## src/rtl/mem_checker_pkg.sv

```systemverilog
// Shared types and constants for the memory-checker operation sequencer.
package mem_checker_pkg;

  typedef enum logic [1:0] {
    WRITE_ONLY = 2'd0,
    READ_ONLY  = 2'd1,
    WRITE_READ = 2'd2
  } test_mode_e;

  typedef enum logic {
    ADDR_SEQ  = 1'b0,
    ADDR_RAND = 1'b1
  } addr_mode_e;

  typedef enum logic [1:0] {
    ST_IDLE   = 2'd0,
    ST_ISSUE  = 2'd1,
    ST_DRAIN  = 2'd2,
    ST_FINISH = 2'd3
  } seq_state_e;

  localparam logic [15:0] LFSR_DEFAULT_SEED = 16'hACE1;
  // Right-shifting Fibonacci form of taps 16,14,13,11 (bits 0,2,3,5).
  localparam logic [15:0] LFSR_TAPS = 16'h002D;

  function automatic logic [15:0] lfsr_next(input logic [15:0] s);
    return {^(s & LFSR_TAPS), s[15:1]};
  endfunction

endpackage

```

## src/rtl/mem_test_addr_gen.sv

```systemverilog
// Word-address generator: sequential stride or 16-bit LFSR, loaded at start
// and stepped once per completed address step.
module mem_test_addr_gen
  import mem_checker_pkg::*;
#(
  parameter int ADDR_W  = 8,
  parameter int BURST_W = 11
) (
  input  logic               clk_i,
  input  logic               rst_n_i,
  input  logic               load_i,
  input  logic               advance_i,
  input  addr_mode_e         mode_i,
  input  logic [ADDR_W-1:0]  base_i,
  input  logic [15:0]        seed_i,
  input  logic [BURST_W-1:0] burst_i,
  output logic [ADDR_W-1:0]  addr_o
);

  addr_mode_e         mode_q;
  logic [BURST_W-1:0] burst_q;
  logic [15:0]        lfsr_q;
  logic [ADDR_W-1:0]  addr_q;
  logic [15:0]        seed_eff;
  logic [15:0]        lfsr_nxt;

  assign seed_eff = (seed_i == 16'h0000) ? LFSR_DEFAULT_SEED : seed_i;
  assign lfsr_nxt = lfsr_next(lfsr_q);
  assign addr_o   = addr_q;

  // Latch the generator configuration on load, then step on each advance.
  always_ff @(posedge clk_i or negedge rst_n_i) begin
    if (!rst_n_i) begin
      mode_q  <= ADDR_SEQ;
      burst_q <= '0;
      lfsr_q  <= '0;
      addr_q  <= '0;
    end else if (load_i) begin
      mode_q  <= mode_i;
      burst_q <= burst_i;
      lfsr_q  <= seed_eff;
      addr_q  <= (mode_i == ADDR_RAND) ? ADDR_W'(seed_eff) : base_i;
    end else if (advance_i) begin
      if (mode_q == ADDR_RAND) begin
        lfsr_q <= lfsr_nxt;
        addr_q <= ADDR_W'(lfsr_nxt);
      end else begin
        addr_q <= ADDR_W'(addr_q + burst_q);
      end
    end else begin
      addr_q <= addr_q;
    end
  end

endmodule

```

## src/rtl/mem_test_sequencer.sv

```systemverilog
// Produces the write/read operation stream for the memory-checker transmitter
// and reports completion once every issued read burst has been returned.
module mem_test_sequencer
  import mem_checker_pkg::*;
#(
  parameter int AMM_ADDR_W    = 12,
  parameter int AMM_BURST_W   = 11,
  parameter int BYTE_PER_WORD = 16,
  parameter int ADDR_W        = AMM_ADDR_W - $clog2(BYTE_PER_WORD),
  parameter int CNT_W         = 32,
  parameter int OUTST_W       = AMM_BURST_W + 4
) (
  input  logic                               clk_i,
  input  logic                               rst_n_i,
  input  logic                               start_i,
  input  logic                               abort_i,
  input  logic [1:0]                         test_mode_i,
  input  logic                               addr_mode_i,
  input  logic [ADDR_W-1:0]                  base_addr_i,
  input  logic [15:0]                        seed_i,
  input  logic [CNT_W-1:0]                   trans_count_i,
  input  logic [AMM_BURST_W-1:0]             burst_count_i,
  input  logic [$clog2(BYTE_PER_WORD)-1:0]   start_offset_i,
  input  logic [$clog2(BYTE_PER_WORD):0]     end_offset_i,
  input  logic                               tx_busy_i,
  input  logic                               readdatavalid_i,
  output logic                               op_valid_o,
  output logic                               op_type_o,
  output logic [ADDR_W-1:0]                  op_address_o,
  output logic [AMM_BURST_W-1:0]             op_burst_count_o,
  output logic [$clog2(BYTE_PER_WORD)-1:0]   op_start_offset_o,
  output logic [$clog2(BYTE_PER_WORD):0]     op_end_offset_o,
  output logic                               busy_o,
  output logic                               done_o,
  output logic                               aborted_o,
  output logic                               protocol_err_o,
  output logic [CNT_W-1:0]                   steps_done_o
);

  localparam int OFF_W = $clog2(BYTE_PER_WORD);
  localparam logic [OFF_W:0] EOFF_FULL = (OFF_W + 1)'(BYTE_PER_WORD);

  seq_state_e             state_q;
  test_mode_e             mode_q;
  logic [AMM_BURST_W-1:0] burst_q;
  logic [OFF_W-1:0]       soff_q, op_soff_q;
  logic [OFF_W:0]         eoff_q, op_eoff_q;
  logic [CNT_W-1:0]       trans_q, steps_q;
  logic [OUTST_W-1:0]     outst_q, outst_d;
  logic                   op_valid_q, op_type_q, busy_q, done_q;
  logic                   aborted_q, abort_seen_q, perr_q;

  test_mode_e             mode_in;
  logic [AMM_BURST_W-1:0] burst_eff;
  logic                   accept, step_done, last_step, issue_stop, nxt_read, start_go;

  assign mode_in    = (test_mode_i == 2'd3) ? WRITE_ONLY : test_mode_e'(test_mode_i);
  assign burst_eff  = (burst_count_i == '0) ? AMM_BURST_W'(1'b1) : burst_count_i;
  assign start_go   = (state_q == ST_IDLE) && start_i;
  assign accept     = op_valid_q && !tx_busy_i;
  // In write-then-read mode only the read accept closes a step.
  assign step_done  = accept && (op_type_q || (mode_q != WRITE_READ));
  assign last_step  = (steps_q + CNT_W'(1'b1)) == trans_q;
  assign issue_stop = abort_i || (step_done && last_step);
  assign nxt_read   = step_done ? (mode_q == READ_ONLY) : 1'b1;

  // Outstanding read words: add a burst per read accept, retire one per beat.
  always_comb begin
    outst_d = outst_q;
    if (accept && op_type_q) begin
      outst_d = outst_d + OUTST_W'(burst_q);
    end else begin
      outst_d = outst_d;
    end
    if (readdatavalid_i && (outst_q != '0)) begin
      outst_d = outst_d - OUTST_W'(1'b1);
    end else begin
      outst_d = outst_d;
    end
  end

  mem_test_addr_gen #(
    .ADDR_W  (ADDR_W),
    .BURST_W (AMM_BURST_W)
  ) u_addr_gen (
    .clk_i     (clk_i),
    .rst_n_i   (rst_n_i),
    .load_i    (start_go),
    .advance_i (step_done),
    .mode_i    (addr_mode_e'(addr_mode_i)),
    .base_i    (base_addr_i),
    .seed_i    (seed_i),
    .burst_i   (burst_eff),
    .addr_o    (op_address_o)
  );

  // Sequencer FSM with all handshake and status outputs registered.
  always_ff @(posedge clk_i or negedge rst_n_i) begin
    if (!rst_n_i) begin
      state_q      <= ST_IDLE;
      mode_q       <= WRITE_ONLY;
      burst_q      <= '0;
      soff_q       <= '0;
      eoff_q       <= '0;
      op_soff_q    <= '0;
      op_eoff_q    <= '0;
      trans_q      <= '0;
      steps_q      <= '0;
      outst_q      <= '0;
      op_valid_q   <= 1'b0;
      op_type_q    <= 1'b0;
      busy_q       <= 1'b0;
      done_q       <= 1'b0;
      aborted_q    <= 1'b0;
      abort_seen_q <= 1'b0;
      perr_q       <= 1'b0;
    end else begin
      outst_q <= outst_d;
      if (readdatavalid_i && (outst_q == '0)) begin
        perr_q <= 1'b1;
      end
      case (state_q)
        ST_IDLE: begin
          done_q <= 1'b0;
          if (start_i) begin
            mode_q       <= mode_in;
            burst_q      <= burst_eff;
            soff_q       <= start_offset_i;
            eoff_q       <= end_offset_i;
            trans_q      <= trans_count_i;
            steps_q      <= '0;
            busy_q       <= 1'b1;
            aborted_q    <= 1'b0;
            abort_seen_q <= 1'b0;
            perr_q       <= 1'b0;
            op_type_q    <= (mode_in == READ_ONLY);
            op_soff_q    <= (mode_in == READ_ONLY) ? '0 : start_offset_i;
            op_eoff_q    <= (mode_in == READ_ONLY) ? EOFF_FULL : end_offset_i;
            op_valid_q   <= (trans_count_i != '0);
            state_q      <= (trans_count_i == '0) ? ST_DRAIN : ST_ISSUE;
          end
        end
        ST_ISSUE: begin
          if (abort_i) begin
            abort_seen_q <= 1'b1;
          end
          if (step_done) begin
            steps_q <= steps_q + CNT_W'(1'b1);
          end
          if (issue_stop) begin
            op_valid_q <= 1'b0;
            // Nothing left to drain: finish without passing through DRAIN.
            if (outst_d == '0) begin
              state_q   <= ST_FINISH;
              done_q    <= 1'b1;
              busy_q    <= 1'b0;
              aborted_q <= abort_seen_q | abort_i;
            end else begin
              state_q <= ST_DRAIN;
            end
          end else if (accept) begin
            op_type_q <= nxt_read;
            op_soff_q <= nxt_read ? '0 : soff_q;
            op_eoff_q <= nxt_read ? EOFF_FULL : eoff_q;
          end
        end
        ST_DRAIN: begin
          if (abort_i) begin
            abort_seen_q <= 1'b1;
          end
          if (outst_q == '0) begin
            state_q   <= ST_FINISH;
            done_q    <= 1'b1;
            busy_q    <= 1'b0;
            aborted_q <= abort_seen_q | abort_i;
          end
        end
        ST_FINISH: begin
          done_q  <= 1'b0;
          state_q <= ST_IDLE;
        end
        default: begin
          state_q <= ST_IDLE;
        end
      endcase
    end
  end

  assign op_valid_o        = op_valid_q;
  assign op_type_o         = op_type_q;
  assign op_burst_count_o  = burst_q;
  assign op_start_offset_o = op_soff_q;
  assign op_end_offset_o   = op_eoff_q;
  assign busy_o            = busy_q;
  assign done_o            = done_q;
  assign aborted_o         = aborted_q;
  assign protocol_err_o    = perr_q;
  assign steps_done_o      = steps_q;

endmodule
```

## config.mk

```make
export PLATFORM = sky130hd
export DESIGN_NAME = mem_test_sequencer
export DESIGN_NICKNAME = d
export VERILOG_FILES = /design/src/rtl/mem_checker_pkg.sv /design/src/rtl/mem_test_addr_gen.sv /design/src/rtl/mem_test_sequencer.sv
export SDC_FILE = /design/constraint.sdc
export NUM_CORES = 1
export LEC_CHECK = 0
export BUFFER_PORTS_ARGS = -buffer_cell sky130_fd_sc_hd__buf_2
export CAP_MARGIN = 20
export CORE_AREA = 4 4 210 110
export DETAILED_ROUTE_END_ITERATION = 10
export DIE_AREA = 0 0 214 114
export SYNTH_ARGS = -nofsm -noshare
export SYNTH_HDL_FRONTEND = slang
export SYNTH_SLANG_ARGS = --single-unit
```

## constraint.sdc

```tcl
create_clock -name clk_i -period 4.6 [get_ports clk_i]
set_input_delay 0.23 -clock clk_i [delete_from_list [all_inputs] [get_ports clk_i]]
set_output_delay 0.23 -clock clk_i [all_outputs]
set_load 0.1 [all_outputs]
```

======== Word-level counts from Yosys, hierarchy flattened ========
Cells that the tools add are included.
cells by class
  $add $sub $neg .......................... 4
  multiplexer cells ....................... 60
  bitwise operators ....................... 1
  eq/ne operators ......................... 16
  reduce and logical (&&, ||, !) cells .... 35
operators by type and width
  kind                                                number
  2-to-1 mux 16 bit                                   4
  2-to-1 mux 32 bit                                   2
  one-hot mux 32 bit (2 select lines)                 1
  adder 32 x 1 -> 32 bit, second input constant       1
  equality test 32 bit                                1
  logical NOT 32 bit                                  1
  2-to-1 mux 8 bit                                    4
  nonzero test 32 bit                                 1
  logical NOT 15 bit                                  2
  2-to-1 mux 15 bit                                   2
  2-to-1 mux 5 bit                                    5
  2-to-1 mux 1 bit                                    22
  2-to-1 mux 4 bit                                    5
  logical NOT 16 bit                                  1
  inequality test 2 bit, second input constant        8
  parity 16 bit                                       1
  adder 15 x 11 -> 15 bit                             1
  AND reduction 3 bit                                 5
  nonzero test 15 bit                                 1
  subtractor 15 x 1 -> 15 bit, second input constant  1
  logical NOT 11 bit                                  1
  2-to-1 mux 11 bit                                   1
  2-to-1 mux 2 bit                                    5
  one-hot mux 5 bit (2 select lines)                  1
  19 further kinds                                    39
storage, ports and cells
  output and inout bits ................... 66
  flip-flop bits (word level) ............. 152
  word-level logic and storage cells ...... 137
  bits of input ports ..................... 85

======== Depth between registers and ports, before layout ========
Gate-level depths: netlist of run 1.
  depth after elaboration ................. 10
  gate-level depth with buffers ........... 13
  depth with buffers taken out ............ 13

======== Hierarchy ========
Synthesis of run 1 repeated with hierarchy kept, for this count alone.
unflattened totals
  cell total of the unflattened synthesis .. 1000
  area total of the unflattened synthesis .. 9491.6 µm²
by module, submodules not included
  module              cells each  sequential area each (µm²)  area an instance (µm²)  instances
  mem_test_sequencer  783         2977.9                      7452.1                  1
  mem_test_addr_gen   217         825.8                       2039.5                  1

======== Worst setup path before layout of run 1 ========
OpenSTA, ideal clock, no wires.
  path kind ............................... flip-flop to flip-flop
  start ................................... register, netlist name u_addr_gen.burst_q[0]
  end ..................................... register state_q[0]
  setup time .............................. 0.123 ns
  period minus slack after synthesis ...... 4.302 ns
  slack ................................... 0.298 ns
  arrival time ............................ 4.179 ns
  data required time ...................... 4.477 ns
  cell stages (with the launch flop) ...... 13
  path buffers ............................ 0
  path through ............................ dfrtp_1 ha_1 fa_1 a211oi_2 or3_1 a21oi_1 a211o_1 or4b_4 or4_1 a32oi_1 nor4_1 a2111o_1 o221a_2
RTL lines
  what                  RTL line                   text
  to (signal assigned)  mem_test_sequencer.sv:140  state_q <= (trans_count_i == '0) ? ST_DRAIN : ST_ISSUE;
  to (decl)             mem_test_sequencer.sv:43   seq_state_e state_q;

==> reports/results.ini, run 1 <==
[outcome]
outcome = finished, final reports clean

[layout]
n_fill_cell = 2073
nets = 1386
n_antenna_cell = 0
drive_gt1_share_pct = 17.7
area_growth_pct = 18.1
instances_no_fill = 1566
fin_util_pct = 52.2

[synthesis]
ys.flop_type = dfrtp_1
synthArstFlopShare_pct = 100
ys_warn_count = 0
syn_nets = 1250
synth_area_leaders = dfrtp_1, nand2_1, o21ai_0, xnor2_1, ha_1
synth_top_cell_by_area = dfrtp_1
avgSynthCellArea_um2 = 8.24
synth_edf_count = 0
synth_seq_area_share_pct = 38.3
syn_inst = 1140
synth_top_cell_area_share_pct = 38.3
netlist_area_um2 = 9400
synth_seq_cells = 144
ys_types = 78

[setup_path]
worstPathCellList = ha_1, fa_1, a211oi_2, or3_1, a21oi_1, a211o_1, or4b_4, or4_1, a32oi_1, nor4_1, o211ai_1, mux2i_1
cp-start-kind = flip-flop
cpPeakStageDelay_ns = 0.57
cp_slowest_cell = or4b_4
worstPathRequired_ns = 4.94
timing.rr.start = u_addr_gen.burst_q[0]
worstSetupEndpointType = flip-flop
ff2ff_path_depth = 12
r2r_slack_ns = 0.47
path_max_fanout = 5
worstPathArrival_ns = 4.48
reg2reg_to = aborted_o
crit_type = flip-flop to flip-flop
cp-startpoint = u_addr_gen.burst_q[0]

[routing]
drt_iter0_drc = 999
avgViaCountPerCell = 5.89
wire_per_inst_um = 19.9
top_layer_used = met4
drt_pass1_iterations = 5
drc_errors = 0
met2WireLength_um = 11300
drt-met1-wl_um = 16900
drt-total-wl_um = 31200
vias = 9220
dr_wl_met3_um = 2710
final_antenna_net_count = 0

[placement]
place_hpwl_um = 23500
place_congestion = 0.957
dp.cells = 1525
pre_cts_slack_ns = 0.513
numPortBuffers = 150

[timing]
fin_setup_tns_ns = 0
slew_viol_final = 0
fin_skew_ns = 0.00992
period_minus_slack_ns = 4.13
rsz0062_at_grt = false
fmax_mhz = 242
relSlewSlack_pct = 32.6
layout_setup_ws_ns = 0.468
max_slew.worst_pin.slew_ns = 1.01
hold_viol = 0
setup_viol = 0
fin_crit_sh_pct = 89.8

[clocking]
cts.path.max_buffers = 2
clock_latency_ns = 0.43
cts_buffers = 17
root_buffer = clkbuf_16
htreeDepth = 4
clock-sinks = 144
cts_tree = built
clk_pin_slew_worst_paths_ns = 0.06

[floorplanning]
chipWidth_um = 214
initial_utilization_pct = 44.2
fp.dieH_um = 114
dieArea_um2 = 24400
num_rows = 38
coreArea_um2 = 21300
top_level_ports = 151

[flow_run]
cap_violations = 0

[pwr]
power.leakage_nw = 5.10
p_clk_share_pct = 17.2
power_frac_seq_pct = 28.0
internal_power_w = 0.00381
swShare_pct = 51.1
peakVddDrop_mv = 0.558
power_frac_comb_pct = 54.8
p_sw_w = 0.00399
powerDensity_nw_per_um2 = 703
report.power.total_w = 0.00780

[global_routing]
grt_max_degree = 62
track_usage_pct = 25.6
antenna_found_initial = 0
grt_pass1_wl_um = 49200
grt_pass1_vias = 8407
grt_overflow = 0

[hold_path]
hold_end = trans_q[8]
min_from = trans_count_i[8]
min_path_cells = 3
hold_path_class = input port to flip-flop

Yosys cell counts, types with 22 or more instances:
cell type and number:
nor4_1 26, ha_1 23, nand2_1 254, nor3_1 24, mux2i_1 22, o31ai_1 22
nor2_1 66, clkbuf_1 56, xnor2_1 35, xor2_1 24, dfrtp_1 144, nand4_1 27
a21oi_1 51, nand3_1 29, o21ai_0 82
per-layer routing:
metal	up-vias	track usage, %
li1	4387	-
met1	4440	43.4
met2	374	31.5
met3	19	6.23
met4	0	5.27
met5	-	0
final cells by class:
class                      count  area (um2)  share of cell area [%]
inverter                      19        71.3                   0.643
multi-input combinational    906        5450                    49.1
clock buffer                  21         460                    4.15
timing repair buffer         188        1080                    9.71
clock inverter                 8        90.1                   0.812
sequential                   144        3600                    32.5
tap                          280         350                    3.16
how the worst max path moves through the flow:
stage                       to  slack [ns]
floorplan           state_q[0]        0.30
global placement        done_o        0.60
finish               aborted_o        0.47
global route            done_o        0.21
detailed placement      busy_o        0.51
CTS                     busy_o        0.49
cells by family after synthesis:
family          after synthesis  share of synthesized area (%)
fa+ha+maj                    25                           3.49
buf+inv                      90                           3.85
mux                          26                           2.82
compound gates              275                           19.3
flops                       144                           38.3
xor+xnor                     59                           5.50
simple gates                521                           26.7
metrics by stage:
stage,cell area [um2],hold slack (ns)
detailed placement,10400,0.123
global placement,10400,0.121
floorplan,9400,-0.0656
CTS,11100,0.00513
global route,11100,0.00903
finish,11100,0.0205
sequential cells by signal, indices dropped and copies added, names as in the netlist, 2 cells and up:
name                cells
mode_q                  2
soff_q                  4
trans_q                32
eoff_q                  5
steps_done_o           32
op_burst_count_o        4
u_addr_gen.addr_o       8
op_start_offset_o       4
op_end_offset_o         5
u_addr_gen.lfsr_q      16
state_q                 2
outst_q                15
u_addr_gen.burst_q      7
power by group through the flow:
| stage | clock network (W) | logic, W | registers (W) |
|---|---|---|---|
| 2_1_floorplan | 0 | 0.00223 | 0.00309 |
| 3_3_place_gp | 0 | 0.00417 | 0.00219 |
| 3_5_place_dp | 0 | 0.00421 | 0.00220 |
| 4_1_cts | 0.00137 | 0.00424 | 0.00219 |
| 5_1_grt | 0.00143 | 0.00465 | 0.00224 |
| 6_report | 0.00134 | 0.00428 | 0.00218 |
what timing repair did:
item / in CTS / in global routing
hold endpoints to repair: 38 / 0
setup buffers: 0 / 0
hold buffers: 11 / 0
endpoints found under the setup margin: 0 / 0
gates resized for setup: 0 / 0
critical path, delay by kind of cell (launching register included):
kind / cells / cell delay (ns)
flops: 1 / 0.42
fa+ha+maj: 2 / 0.67
simple gates: 4 / 1.33
mux: 1 / 0.23
compound gates: 5 / 1.37
cells in the final DEF, fill, tap and decap left out, types with 6 or more instances in the layout:
master and instances:
nand2_1 253, buf_2 149, dfrtp_1 144, o21ai_0 82
nor2_1 66, a21oi_1 50, xnor2_1 35, nand3_1 29
nand4_1 27, nor4_1 26, buf_4 26, nor3_1 24
xor2_1 24, ha_1 23, mux2i_1 22, o31ai_1 22
inv_1 18, o211ai_1 18, clkbuf_16 17, or3_1 15
nand2b_1 13, and3_1 12, dlygate4sd3_1 11, and4_1 10
nor2b_1 10, a22oi_1 10, nor3b_1 6, a211oi_1 6
or4_1 6, o22ai_1 6, o41ai_1 6, a31oi_1 6
clkinv_2 6
No activity file was read; power rests on OpenSTA's default activity.
==> inputs of run 2 (changes only) <==
==> constraint.sdc (replaced) <==
create_clock -name clk_i -period 3.9 [get_ports clk_i]
set_input_delay 0.195 -clock clk_i [delete_from_list [all_inputs] [get_ports clk_i]]
set_output_delay 0.195 -clock clk_i [all_outputs]
set_load 0.1 [all_outputs]
==> reports/results.ini, run 2 (synthesized netlist as in run 1, its figures left out) <==
[setup_path]
critPathTopFamily = compound AO/OA/AOI/OAI gates
worstPathRequired_ns = 4.22  ; -0.72 ns
worstPathArrival_ns = 4.27  ; -0.21 ns
crit_type = flip-flop to flip-flop
cp_num_buf_inv = 0  ; unchanged
cpPeakStageDelay_ns = 0.52  ; -0.05 ns
worstSetupEndpointType = flip-flop
worstPathCellList = ha_4, fa_2, a211oi_4, o21ai_1, a211o_1, or4b_4, or4_4, a32oi_4, nor4_4, a2111o_1, o221a_2
cp-start-kind = flip-flop
cp_slowest_cell = or4_4
path_max_fanout = 5  ; unchanged

[timing]
fmax_mhz = 253  ; +4.7%
hold_viol = 0  ; unchanged
rsz0062_at_grt = true
hold-worst-slack_ns = 0.0261  ; +0.00558 ns
setup_viol = 2  ; +2
max_slew.worst_pin.slew_ns = 1.03  ; +0.0153 ns
fin_skew_ns = 0.00947  ; -0.000452 ns
slew_viol_final = 0  ; unchanged
fin_crit_sh_pct = 101  ; +11 points
relSlewSlack_pct = 31.6  ; -1.0 points
layout_setup_ws_ns = -0.0481  ; -0.516 ns
fin_setup_tns_ns = -0.0713  ; -0.0713 ns
period_minus_slack_ns = 3.95  ; -0.184 ns

[floorplanning]
top_level_ports = 151  ; unchanged
initial_utilization_pct = 44.2  ; unchanged
fp.dieH_um = 114  ; unchanged
dieArea_um2 = 24400  ; unchanged
num_rows = 38  ; unchanged
chipWidth_um = 214  ; unchanged
coreArea_um2 = 21300  ; unchanged

[layout]
drive_gt1_share_pct = 21.7  ; +4.0 points
area_growth_pct = 26.7
final_common_cell = nand2_1
n_antenna_cell = 0  ; unchanged
nets = 1461  ; +5.4%
n_fill_cell = 1963  ; -5.3%
final_cell_area_um2 = 11900  ; +7.3%
layout_common_cells = nand2_1, buf_2, dfrtp_1, o21ai_0

[flow_run]
cap_violations = 0  ; unchanged

[clocking]
root_buffer = clkbuf_16
clock_latency_ns = 0.44  ; about the same
clk_pin_slew_worst_paths_ns = 0.07  ; about the same
cts.path.max_buffers = 2  ; unchanged
clock-sinks = 144  ; unchanged
cts_buffers = 17  ; unchanged
htreeDepth = 4  ; unchanged
cts_tree = built

[placement]
place_hpwl_um = 24200  ; +2.8%
place_congestion = 0.955  ; -0.26%
postPlaceCellArea_um2 = 10800  ; +3.3%
numPortBuffers = 150  ; unchanged

[routing]
vias = 9544  ; +3.5%
drc_errors = 0  ; unchanged
drt_iter0_drc = 969  ; -3.0%
drt-total-wl_um = 32600  ; +4.6%
drt_pass1_iterations = 5  ; unchanged
final_antenna_net_count = 0  ; unchanged
avgViaCountPerCell = 5.81  ; -1.4%
wire_per_inst_um = 19.9  ; -0.37%

[global_routing]
grt_max_degree = 101  ; +63%
grt_pass1_wl_um = 51100  ; +3.9%
antenna_found_initial = 1  ; +1
grt_pass1_vias = 8770  ; +4.3%
grt_overflow = 0  ; unchanged
track_usage_pct = 26.7  ; +1.1 points

[pwr]
powerDensity_nw_per_um2 = 809  ; +15%
peakVddDrop_mv = 0.765  ; +37%
report.power.total_w = 0.00964  ; +24%
power.leakage_nw = 5.45  ; +6.9%

[outcome]
violations = setup timing
outcome = finished with violations

[hold_path]
hold_path_class = input port to flip-flop

==> run 2: final timing paths <==
path | from | to | slack, ns | depth (start not counted)
min in group asynchronous | rst_n_i | steps_done_o[25] | 0.39 | 2
worst min-delay path | burst_count_i[4] | u_addr_gen.burst_q[4] | 0.03 | 3
worst max register to register | u_addr_gen.burst_q[0] | state_q[0] | -0.05 | 11
max in group asynchronous | rst_n_i | u_addr_gen.lfsr_q[10] | 2.48 | 3
worst max-delay path | u_addr_gen.burst_q[0] | state_q[0] | -0.05 | 11
worst min register to register | u_addr_gen.lfsr_q[10] | u_addr_gen.lfsr_q[10] | 0.48 | 2
==> run 2: final cells by class <==
| cell class | count | area [um2] | area share, % |
|---|---|---|---|
| clock buffer | 19 | 443 | 3.72 |
| tap | 280 | 350 | 2.94 |
| clock inverter | 13 | 163 | 1.37 |
| timing repair buffer | 263 | 1740 | 14.6 |
| sequential | 144 | 3620 | 30.4 |
| inverter | 19 | 71.3 | 0.599 |
| multi-input combinational | 906 | 5520 | 46.4 |
==> run 2: where the power goes <==
group	leakage (nW)	internal [W]	switching (W)
Clock	0.278	0.00102	0.000701
Combinational	3.37	0.00168	0.00367
Sequential	1.81	0.00204	0.000522
==> run 2: routing by layer <==
layer	vias up	routed length [um]	part of all wire [%]	GRT usage [%]
met5	-	7	0.021	0
met4	2	351	1.1	5.96
met3	35	3060	9.4	7.16
met2	421	11800	36	32.3
met1	4537	17400	53	44.9
li1	4549	-	-	-
==> run 2: worst reg2reg max path: stages (launching register included) <==
cell and delay, ns:
dfrtp_4 0.49, ha_4 0.17, fa_2 0.37, a211oi_4 0.38, o21ai_1 0.22, a211o_1 0.33, or4b_4 0.51, or4_4 0.52
a32oi_4 0.23, nor4_4 0.09, a2111o_1 0.42, o221a_2 0.12
==> run 2: timing repair <==
item,in CTS,in global routing
endpoints found under the setup margin,4,4
endpoints found under the hold margin,141,0
pin swaps,3,4
gates resized for setup,4,4
setup buffers,0,3
hold buffers,45,0
==> run 2: per-stage QoR <==
step / cells / setup slack, ns / util [%]
2_1_floorplan: 1140 / 0.0126 / -
3_3_place_gp: 1563 / 0.0431 / 50.7
3_5_place_dp: 1563 / -0.0898 / 50.7
4_1_cts: 1640 / 0.0279 / 55.7
5_1_grt: 1644 / -0.122 / 56.0
6_report: 1644 / -0.0481 / 56.0
